**src/rtl/xpmwrap_sdpram_reader.sv**
```systemverilog
// ---------------------------------------------------------------------------
// xpmwrap_sdpram_reader
//
// Read-side controller for a common-clock simple dual-port RAM (port B).
// A burst command (start address, length-1) is turned into a run of RAM
// reads with a fixed two-cycle read latency. Returned words are stored in a
// small output FIFO and leave as a valid/ready stream with a last flag.
// Reads are only issued while the FIFO has room for every read already in
// flight, so the RAM pipeline never needs to stall.
//
// Ports:
//   clk, rst_n            clock (shared with RAM port B), async active-low reset
//   cmd_valid/cmd_ready   burst command handshake (ready only while idle)
//   cmd_addr, cmd_len     first word address, burst length minus one
//   m_valid/m_ready       output stream handshake
//   m_data, m_last        output word (FIFO head) and end-of-burst marker
//   busy                  high from command accept until the burst is done
//   done                  one-cycle pulse after the final beat is taken
//   ram_addrb, ram_enb    RAM read address and read enable
//   ram_regceb            RAM output-register clock enable
//   ram_rstb              RAM output-register reset (unused, tied low)
//   ram_doutb             RAM read data
// ---------------------------------------------------------------------------
module xpmwrap_sdpram_reader #(
    parameter int ADDR_WIDTH   = 6,
    parameter int DATA_WIDTH   = 32,
    parameter int READ_LATENCY = 2,
    parameter int FIFO_DEPTH   = 4
) (
    input  logic                  clk,
    input  logic                  rst_n,
    input  logic                  cmd_valid,
    output logic                  cmd_ready,
    input  logic [ADDR_WIDTH-1:0] cmd_addr,
    input  logic [ADDR_WIDTH-1:0] cmd_len,
    output logic                  m_valid,
    input  logic                  m_ready,
    output logic [DATA_WIDTH-1:0] m_data,
    output logic                  m_last,
    output logic                  busy,
    output logic                  done,
    output logic [ADDR_WIDTH-1:0] ram_addrb,
    output logic                  ram_enb,
    output logic                  ram_regceb,
    output logic                  ram_rstb,
    input  logic [DATA_WIDTH-1:0] ram_doutb
);

    localparam int PW = (FIFO_DEPTH > 1) ? $clog2(FIFO_DEPTH) : 1;  // FIFO pointer width
    localparam int CW = $clog2(FIFO_DEPTH + 1);                     // FIFO count width
    localparam int SW = CW + 1;                                     // credit sum width

    typedef enum logic [1:0] {
        IDLE  = 2'd0,
        ISSUE = 2'd1,
        DRAIN = 2'd2
    } state_t;

    state_t                  state_q, state_d;
    logic [ADDR_WIDTH-1:0]   ptr_q, ptr_d;              // next RAM address to read
    logic [ADDR_WIDTH-1:0]   issue_cnt_q, issue_cnt_d;  // reads left to issue, minus one
    logic [ADDR_WIDTH-1:0]   beat_cnt_q, beat_cnt_d;    // beats left to deliver, minus one
    logic                    done_q, done_d;

    // Read pipeline: bit 0 is the cycle after issue (RAM output register
    // loading), the top bit is the cycle the word is on ram_doutb.
    logic [READ_LATENCY-1:0] vld_q;
    logic [READ_LATENCY-1:0] last_q;

    logic [DATA_WIDTH-1:0]   mem_q [FIFO_DEPTH];
    logic [FIFO_DEPTH-1:0]   last_mem_q;
    logic [PW-1:0]           wr_ptr_q, rd_ptr_q;
    logic [CW-1:0]           count_q;

    logic                    issue;
    logic                    push;
    logic                    pop;
    logic                    credit;
    logic [SW-1:0]           inflight;

    function automatic logic [PW-1:0] ptr_inc(input logic [PW-1:0] p);
        if (p == PW'(FIFO_DEPTH - 1)) begin
            return '0;
        end
        return p + 1'b1;
    endfunction

    // Every read in the pipeline already owns a FIFO slot, so counting them
    // here is what makes the missing stall path safe.
    always_comb begin
        inflight = '0;
        for (int i = 0; i < READ_LATENCY; i++) begin
            inflight = inflight + SW'(vld_q[i]);
        end
    end

    assign credit  = (SW'(count_q) + inflight) < SW'(FIFO_DEPTH);
    assign issue   = (state_q == ISSUE) && credit;
    assign push    = vld_q[READ_LATENCY-1];
    assign m_valid = (count_q != '0);
    assign pop     = m_valid && m_ready;

    // NOTE: every variable is given a default before the case so that no path
    // leaves one unassigned, which would infer a latch.
    always_comb begin
        state_d     = state_q;
        ptr_d       = ptr_q;
        issue_cnt_d = issue_cnt_q;
        beat_cnt_d  = beat_cnt_q;
        done_d      = 1'b0;

        if (pop) begin
            beat_cnt_d = beat_cnt_q - 1'b1;
        end

        case (state_q)
            IDLE: begin
                if (cmd_valid) begin
                    ptr_d       = cmd_addr;
                    issue_cnt_d = cmd_len;
                    beat_cnt_d  = cmd_len;
                    state_d     = ISSUE;
                end
            end
            ISSUE: begin
                if (issue) begin
                    ptr_d = ptr_q + 1'b1;  // wraps modulo 2^ADDR_WIDTH
                    if (issue_cnt_q == '0) begin
                        state_d = DRAIN;
                    end else begin
                        issue_cnt_d = issue_cnt_q - 1'b1;
                    end
                end
            end
            DRAIN: begin
                if (pop && (beat_cnt_q == '0)) begin
                    state_d = IDLE;
                    done_d  = 1'b1;
                end
            end
            default: state_d = IDLE;
        endcase
    end

    // NOTE: state registers use non-blocking assignments so every flop samples
    // the values from before the edge, independent of statement order.
    always_ff @(posedge clk or negedge rst_n) begin
        if (!rst_n) begin
            state_q     <= IDLE;
            ptr_q       <= '0;
            issue_cnt_q <= '0;
            beat_cnt_q  <= '0;
            done_q      <= 1'b0;
            vld_q       <= '0;
            last_q      <= '0;
            wr_ptr_q    <= '0;
            rd_ptr_q    <= '0;
            count_q     <= '0;
        end else begin
            state_q     <= state_d;
            ptr_q       <= ptr_d;
            issue_cnt_q <= issue_cnt_d;
            beat_cnt_q  <= beat_cnt_d;
            done_q      <= done_d;
            vld_q       <= {vld_q[READ_LATENCY-2:0], issue};
            last_q      <= {last_q[READ_LATENCY-2:0], issue && (issue_cnt_q == '0)};
            if (push) begin
                wr_ptr_q <= ptr_inc(wr_ptr_q);
            end
            if (pop) begin
                rd_ptr_q <= ptr_inc(rd_ptr_q);
            end
            case ({push, pop})
                2'b10:   count_q <= count_q + 1'b1;
                2'b01:   count_q <= count_q - 1'b1;
                default: ;
            endcase
        end
    end

    // NOTE: FIFO storage has no reset; the entries are only read while the
    // (reset) count says they hold data, and the output is gated below.
    always_ff @(posedge clk) begin
        if (push) begin
            mem_q[wr_ptr_q]      <= ram_doutb;
            last_mem_q[wr_ptr_q] <= last_q[READ_LATENCY-1];
        end
    end

    assign m_data     = m_valid ? mem_q[rd_ptr_q] : '0;
    assign m_last     = m_valid & last_mem_q[rd_ptr_q];

    assign cmd_ready  = (state_q == IDLE);
    assign busy       = (state_q != IDLE);
    assign done       = done_q;

    assign ram_addrb  = ptr_q;
    assign ram_enb    = issue;
    assign ram_regceb = vld_q[0];
    assign ram_rstb   = 1'b0;

endmodule

```
**config.mk**
```make
export PLATFORM = sky130hd
export DESIGN_NAME = xpmwrap_sdpram_reader
export DESIGN_NICKNAME = d
export VERILOG_FILES = /design/src/rtl/xpmwrap_sdpram_reader.sv
export SDC_FILE = /design/constraint.sdc
export NUM_CORES = 1
export LEC_CHECK = 0
export BUFFER_PORTS_ARGS = -buffer_cell sky130_fd_sc_hd__buf_2
export CORE_AREA = 8 8 175 177
export CTS_BUF_LIST = sky130_fd_sc_hd__clkbuf_4 sky130_fd_sc_hd__clkbuf_8
export DETAILED_ROUTE_END_ITERATION = 7
export DIE_AREA = 0 0 183 185
export PLACE_DENSITY = 0.46
export SLEW_MARGIN = 20
export SYNTH_ARGS = -nofsm -noshare
export SYNTH_HDL_FRONTEND = slang
export SYNTH_SLANG_ARGS = --single-unit
export TNS_END_PERCENT = 1
```
**constraint.sdc**
```tcl
create_clock -name clk -period 2.3 [get_ports clk]
set_clock_uncertainty 0.05 [all_clocks]
set_input_delay 0.46 -clock clk [delete_from_list [all_inputs] [get_ports clk]]
set_output_delay 0.46 -clock clk [all_outputs]
set_load 0.05 [all_outputs]
```
Word level (Yosys, flattened, before mapping)

Memory sizes are Yosys's and may differ from the RTL's.
Cells that the tools add are included.

Register bits: 36
RAM bits: 128
Input port bits: 48
Output and inout port bits: 46
Word-level logic and storage cells: 86
Memories kept: 1

Memory list:

| name  | depth | bits a word | read ports | clocked after memory_dff | wr ports | line | RTL |
|---|---|---|---|---|---|---|---|
| mem_q | 4     | 32          | 1          | 0                        | 1        | 70   | `logic [DATA_WIDTH-1:0] mem_q [FIFO_DEPTH];` |

Add/sub/neg operators: 9
$lt $le $gt $ge: 4
Eq/ne operators: 11
Multiplexer cells: 34
Bitwise operators: 1
Reduce and logical (&&, ||, !) cells: 15

Operators with widths:

| operator            | number |
|---|---|
| $mux 6              | 8 |
| $mux 32             | 1 |
| $pmux 6 s2          | 2 |
| $mux 2              | 8 |
| $logic_not 6->1     | 2 |
| $sub 6x1->6 const B | 2 |
| $mux 1              | 10 |
| $eq 2x2->1 const B  | 4 |
| $ne 2x2->1 const B  | 4 |
| $reduce_and 4->1    | 2 |
| $add 6x1->6 const B | 1 |
| $lt 2x3->1 const B  | 2 |
| $pmux 2 s3          | 1 |
| $pmux 3 s2          | 1 |
| $reduce_bool 2->1   | 3 |
| $logic_and 1x1->1   | 5 |
| $add 2x1->2 const B | 2 |
| $add 3x2->4         | 1 |
| $bwmux 4            | 1 |
| $eq 2x1->1 const B  | 2 |
| $lt 4x3->1 const B  | 1 |
| $add 3x1->3 const B | 1 |
| $reduce_and 3->1    | 1 |
| $reduce_bool 3->1   | 1 |
| other kinds (8)     | 8 |

Logic depth before layout (Yosys ltp)

Gate-level depths: netlist of run 1.

Depth in word-level cells: 6
Depth in mapped cells: 8
Mapped depth without buffers: 8

Worst setup path after synthesis of run 1

Ideal clock, no wire load.

Kind: register to register
Start point: register vld_q[0]
End point: register ptr_q[0] (netlist: ram_addrb[0])
Library setup time: 0.124 ns
Arrival time: 2.262 ns
Setup slack: -0.136 ns
Cell stages (with the launch flop): 6
Path buffers: 0
Period minus slack after synthesis: 2.436 ns
Cells stage by stage: dfrtp_1 > ha_1 > a21o_1 > a211oi_4 > nor2_2 > a211o_1

Word-level cells in the longest chain between the ends: 6

RTL lines:

| what                       | line | RTL |
|---|---|---|
| start, declared            | 67   | `logic [READ_LATENCY-1:0] vld_q;` |
| start signal, assigned     | 165  | `vld_q <= {vld_q[READ_LATENCY-2:0], issue};` |
| $add 1x1->2                | 93   | `inflight = inflight + SW'(vld_q[i]);` |
| $add 3x2->4                | 97   | `assign credit = (SW'(count_q) + inflight) < SW'(FIFO_DEPTH);` |
| $lt 4x3->1                 | 97   |  |
| $logic_and 1x1->1          | 98   | `assign issue = (state_q == ISSUE) && credit;` |
| named net ram_enb          | 43   | `output logic ram_enb,` |
| $ne 2x2->1 (no line)       | n/a  |  |
| $reduce_and 3->1 (no line) | n/a  |  |
| end signal, assigned       | 161  | `ptr_q <= ptr_d;` |
| end, declared              | 60   | `logic [ADDR_WIDTH-1:0] ptr_q, ptr_d;` |

The timed path passes the listed nets, and every way through them passes these cells.
A chain may end at the register's enable or synchronous reset.

Worst setup path after layout of run 1

Start point: register rd_ptr_q[0]
End point: output m_data[24]

Word-level cells in the longest chain between the ends: 2

RTL lines:

| what                   | line | RTL |
|---|---|---|
| start, declared        | 72   | `logic [PW-1:0] wr_ptr_q, rd_ptr_q;` |
| start signal, assigned | 171  | `rd_ptr_q <= ptr_inc(rd_ptr_q);` |
| $mem_v2 4x32           | n/a  |  |
| $mux 32                | 190  | `assign m_data = m_valid ? mem_q[rd_ptr_q] : '0;` |
| end, declared          | 38   | `output logic [DATA_WIDTH-1:0] m_data,` |

No other way between the ends.

==> results of run 1 <==
how the worst min path moves through the flow:
stage	startpoint	endpoint	slack [ns]
after global placement	last_q[0]	last_q[1]	0.30
after detailed placement	last_q[0]	last_q[1]	0.29
after CTS	rst_n	issue_cnt_q[4]	0.01
final	rst_n	ram_addrb[5]	0.02
after global routing	rst_n	rd_ptr_q[0]	0.03
after floorplan	rst_n	beat_cnt_q[0]	0.11
area by class of cell:
class / count / area (um^2)
clock buffer: 17 / 234
clock inverter: 15 / 163
fill: 2841 / 19500
inverter: 17 / 63.8
multi-input combinational: 202 / 1960
sequential: 164 / 4770
tap: 384 / 480
timing repair buffer: 112 / 960
what timing repair did:
action	in CTS	in global routing
setup buffers	1	0
gates resized for setup	63	3
setup endpoints to repair	34	35
gates cloned	3	0
logic make-up (layout without fill, tap and decap cells):
group / Yosys count / in the layout
AO/OA/AOI/OAI: 49 / 49
XOR/XNOR: 8 / 8
adder cells (fa/ha/maj): 13 / 13
buffers and inverters: 35 / 161
flip-flops: 164 / 164
multiplexers: 35 / 35
other: 1 / 1
AND/OR/NAND/NOR: 96 / 96
flip-flops by register name (all words and copies together) (netlist names):
signal and cells:
beat_cnt_q 6, count_q 3, done 1, issue_cnt_q 6, last_mem_q 4, last_q 2
mem_q 128, ram_addrb 6, rd_ptr_q 2, state_q 2, vld_q 2, wr_ptr_q 2
stage by stage:
stage               utilization [%]  power (W)  setup WS (ns)
floorplan                         -    0.00870        -0.0160
global route                   30.7     0.0139         -0.330
detailed placement             28.2     0.0104          0.187
finish                         30.7     0.0132         -0.204
CTS                            30.7     0.0134         -0.268
global placement               28.2     0.0103          0.191
worst max-delay path: cells and delay by family, from the launching register on:
kind                   cells  cell delay [ns]
DFF                        1             0.40
muxes                      1             0.49
buffers and inverters      3             0.46
and+or+nand+nor            1             0.20
Yosys cell counts, types with 6 or more instances:
library cell  number  area share (%)
o21ai_0           11            0.80
nor3_1             6            0.44
inv_1             17            0.93
buf_2              8            0.58
nor2_1            12            0.66
and2b_1           13             1.4
edfxtp_1         132              58
mux4_2            33              11
nand2_1           19             1.0
nor2b_1           23             2.1
clkbuf_1           6            0.33
dfrtp_1           32              12
ha_1              12             2.2
report_power, final:
part / switching (W) / internal [W] / total (W)
registers: 0.000391 / 0.00404 / 0.00443
clock network: 0.00120 / 0.000911 / 0.00211
logic: 0.00398 / 0.00263 / 0.00661
metal layers:
| metal | vias up | GRT usage, % | wire, um |
|---|---|---|---|
| li1 | 1768 | - | - |
| met5 | - | 0 | 0 |
| met3 | 15 | 3.12 | 923 |
| met2 | 119 | 16.7 | 7960 |
| met1 | 2006 | 11.7 | 7030 |
| met4 | 0 | 2.60 | 135 |
==> results.json, run 1 <==
{
  "dp_hpwl_um": 10000,
  "relSlewSlack_pct": 49.6,
  "status": "finished, violations left",
  "clock_latency_ns": 0.45,
  "synth_compound_area_share_pct": 5.51,
  "min_period_ns": 2.50,
  "cts_tree": "built",
  "firstDrtPassIters": 4,
  "rsz0062_at_grt": "yes",
  "io_buffers": 92,
  "fmax_mhz": 399,
  "antenna_found_initial": 1,
  "r2r_end": "issue_cnt_q[2]",
  "synth.avg_cell_area_um2": 17.1,
  "grt-ovfl-total": 0,
  "cts.sinks": 164,
  "drcViolationCount": 0,
  "die_w_um": 183,
  "endpoint_kind": "output pin",
  "htreeDepth": 4,
  "setup_tns_ns": -5.72,
  "design_area_mm2": 0.00863,
  "violations": "negative setup slack",
  "cp-endpoint": "m_data[24]",
  "path_max_fanout": 7,
  "wl_um": 16000,
  "tightest_slew_ns": 0.756,
  "synth_cell_type_count": 51,
  "core_mm2": 0.0281,
  "start_kind": "flop",
  "cp_slowest_cell": "mux4_2",
  "synth_top_family_by_area": "multiplexers",
  "path_cells": "buf_12, buf_12, mux4_2, and2b_1, buf_6",
  "nets": 575,
  "io_pins": 94,
  "r2r_slack_ns": 0.21,
  "syn_to_final_growth_pct": 25.8,
  "power_density_mw_per_mm2": 1520,
  "vias": 3908,
  "r2r_cells": 5,
  "ys_ff_latch": 164,
  "start_util_pct": 24.4,
  "synth_xor_xnor_area_share_pct": 1.02,
  "synthArstFlopShare_pct": 19.5,
  "yosys.area_share.simple_pct": 8.05,
  "slew_viol_final": 0,
  "gp_congestion": 0.853,
  "grt.total_usage_pct": 9.75,
  "diodes": 0,
  "vias_per_cell": 4.29,
  "drive_gt1_share_pct": 37.0,
  "worstSetupPathType": "flop to output pin",
  "setup_viol": 34,
  "seq_area_frac_synth_pct": 69.5,
  "syn_nets": 462,
  "die_area_mm2": 0.0339,
  "first_global_vias": 4296,
  "reg2reg_from": "count_q[0]",
  "hold_viol_final": 0,
  "hp-class": "input pin to asynchronous set/reset pin",
  "final_antenna_net_count": 0,
  "synth_edf_count": 132,
  "syn_area_mm2": 0.00686,
  "mostFrequentLayoutCells": "132 x edfxtp_1, 62 x buf_2, 33 x mux4_2",
  "clk_pin_slew_worst_paths_ns": 0.10,
  "cts-root-buf": "clkbuf_8",
  "cp_common_cell": "buf_12",
  "crit_required_ns": 1.79,
  "layout_commonest_cell": "edfxtp_1",
  "cap_violations": 0,
  "synth_fa_ha_area_share_pct": 2.48,
  "dp_cells": 875,
  "cts_inserted_buffers": 17,
  "startpoint": "rd_ptr_q[0]",
  "die-height_um": 185,
  "whs_ns": 0.0231,
  "cp_slowest_stage_delay_ns": 0.49,
  "wl_per_cell_um": 17.6,
  "synthMuxAreaShare_pct": 11.2,
  "drt_iter0_drc": 139,
  "grt_pass1_wl_um": 24700,
  "cellLeakagePower_nw": 3.17,
  "syn_inst": 401,
  "setup_ws_ns": -0.204,
  "grt_max_degree": 35,
  "fin_crit_sh_pct": 109,
  "post_dp_cell_area_mm2": 0.00793,
  "hold_buffers": 0,
  "yosysWarnings": 0,
  "row_count": 62,
  "ys.flop_type": "edfxtp_1",
  "clock_path_buffers": 2,
  "ir_drop_v": 0.000728,
  "arrival_ns": 1.99,
  "instances_no_fill": 911
}
No activity file was read; power rests on OpenSTA's default activity.
==> run 2: changes to the inputs <==
- PLACE_DENSITY: 0.46 -> 0.47
- clock period: 2.3 -> 2.1 ns (I/O delays scaled with it)
==> run 2 against run 1 <==
  * The flow still finishes with violations (negative setup slack)
  * Critical path depth is the same
  * Core utilization rose by 0.58 points
  * Hold slack better by 0.10 ns
  * Sequential power grew 9.0%
  * Non-clock buffer count rose by 6
  * Combinational power rose by 13%
  * Count of clock-buffer cells in the layout did not move
  * Cell area grew 1.9%
  * Critical path type unchanged
==> results.json, run 2 (synthesized netlist as in run 1, its figures left out) <==
{
  "min_period_ns": 2.44,
  "tightest_slew_ns": 0.783,
  "crit_family": "multiplexers",
  "layout_commonest_cell": "edfxtp_1",
  "drcViolationCount": 0,
  "power_density_mw_per_mm2": 1680,
  "wl_per_cell_um": 17.2,
  "start_util_pct": 24.4,
  "vias": 3855,
  "clock_path_buffers": 2,
  "post-place-ws_ns": 0.0821,
  "cp_slowest_stage_delay_ns": 0.50,
  "instances_no_fill": 917,
  "drt_iter0_drc": 179,
  "io_pins": 94,
  "io_buffers": 92,
  "hold_viol_final": 0,
  "path_cells": "buf_4, buf_12, mux4_2, and2b_1, buf_6",
  "core_mm2": 0.0281,
  "status": "finished, violations left",
  "setup_ws_ns": -0.336,
  "vias_per_cell": 4.20,
  "die_w_um": 183,
  "power_w": 0.0148,
  "mostFrequentLayoutCells": "132 x edfxtp_1, 56 x buf_2, 38 x buf_6",
  "wl_um": 15800,
  "cp_slowest_cell": "mux4_2",
  "setup_viol": 35,
  "grt_pass1_wl_um": 24700,
  "clock_latency_ns": 0.45,
  "ir_drop_v": 0.000755,
  "first_global_vias": 4402,
  "path_max_fanout": 9,
  "dp_hpwl_um": 10100,
  "largest_register_ffs": 128,
  "grt.total_usage_pct": 9.51,
  "firstDrtPassIters": 4,
  "gp_congestion": 0.837,
  "worstSetupPathType": "flop to output pin",
  "rsz0062_at_grt": "yes",
  "power_frac_seq_pct": 32.7,
  "nets": 581,
  "crit_buf_inv": 3,
  "fin_crit_sh_pct": 116,
  "clk_pin_slew_worst_paths_ns": 0.11,
  "p_clk_share_pct": 16.6,
  "relSlewSlack_pct": 47.8,
  "final_antenna_net_count": 0,
  "die-height_um": 185,
  "slew_viol_final": 0,
  "htreeDepth": 4,
  "dp_cells": 877,
  "r2r_slack_ns": 0.09,
  "internal-power_w": 0.00853,
  "violations": "negative setup slack",
  "regMostFlops": "mem_q",
  "switching_share_pct": 42.2,
  "cellLeakagePower_nw": 3.24,
  "row_count": 62,
  "cts.sinks": 164,
  "start_kind": "flop",
  "drive_gt1_share_pct": 38.3,
  "pwr-share-comb_pct": 50.6,
  "arrival_ns": 1.97,
  "cts_tree": "built",
  "cts-root-buf": "clkbuf_8",
  "diodes": 0,
  "fmax_mhz": 411,
  "grt_max_degree": 35,
  "syn_to_final_growth_pct": 28.2,
  "die_area_mm2": 0.0339,
  "endpoint_kind": "output pin",
  "hp-class": "input pin to flop",
  "grt-ovfl-total": 0,
  "antenna_found_initial": 2,
  "cts_inserted_buffers": 17,
  "switchingPower_w": 0.00622,
  "crit_required_ns": 1.63,
  "cap_violations": 0
}
[run 2: changes by cell type in the layout (fill, tap and decap cells not counted), sizes merged]
cell,change
inv,-1
clkinv,+2
buf,+4
dlygate4sd3,+1
clkbuf,+1
clkinvlp,-1
[run 2: metrics by stage]
step	instance area, um^2	hold WS, ns	util [%]	TNS (ns)
4_1_cts	8690	0.0727	31.0	-12.75
3_3_place_gp	7950	0.303	28.3	0
6_report	8790	0.123	31.3	-10.53
2_1_floorplan	6870	0.0744	-	-3.37
5_1_grt	8790	0.0826	31.3	-14.28
3_5_place_dp	7950	0.285	28.3	0
[run 2: what timing repair did]
action | CTS | global route
setup endpoints to repair | 36 | 39
gates resized for setup | 76 | 12
cloned | 1 | 2
hold endpoints to repair | 32 | 0
buffers inserted | 3 | 1
pin swaps | 0 | 0
hold buffers | 1 | 0
[run 2: layout make-up]
cell class / instances / area, um^2
inverters: 17 / 63.8
multi-input cells: 202 / 1990
repair buffers: 118 / 1050
clock inverters: 15 / 205
fillers: 2820 / 19300
flip-flops and latches: 164 / 4770
clock buffers: 17 / 234
well taps: 384 / 480
[run 2: path summary, 6_finish.rpt]
check	start	cells past startpoint	to
worst min-delay path	ram_doutb[14]	1	mem_q[3][14]
min in group asynchronous	rst_n	2	ram_addrb[1]
worst max register to register	vld_q[0]	5	issue_cnt_q[3]
worst max-delay path	rd_ptr_q[0]	5	m_data[25]
max in group asynchronous	rst_n	2	state_q[0]
worst min register to register	last_q[0]	0	last_q[1]
[run 2: metal layers]
metal | GRT usage [%] | wire, um
met1 | 11.4 | 6920
met2 | 16.2 | 7780
met3 | 3.12 | 930
met4 | 2.54 | 124
met5 | 0 | 23
[run 2: power groups by stage]
stage / combinational (W) / clock [W] / sequential [W]
after floorplan: 0.00451 / 0 / 0.00503
final: 0.00747 / 0.00246 / 0.00483
after CTS: 0.00744 / 0.00256 / 0.00484
after global routing: 0.00798 / 0.00267 / 0.00492
after global placement: 0.00647 / 0 / 0.00485
after detailed placement: 0.00652 / 0 / 0.00490
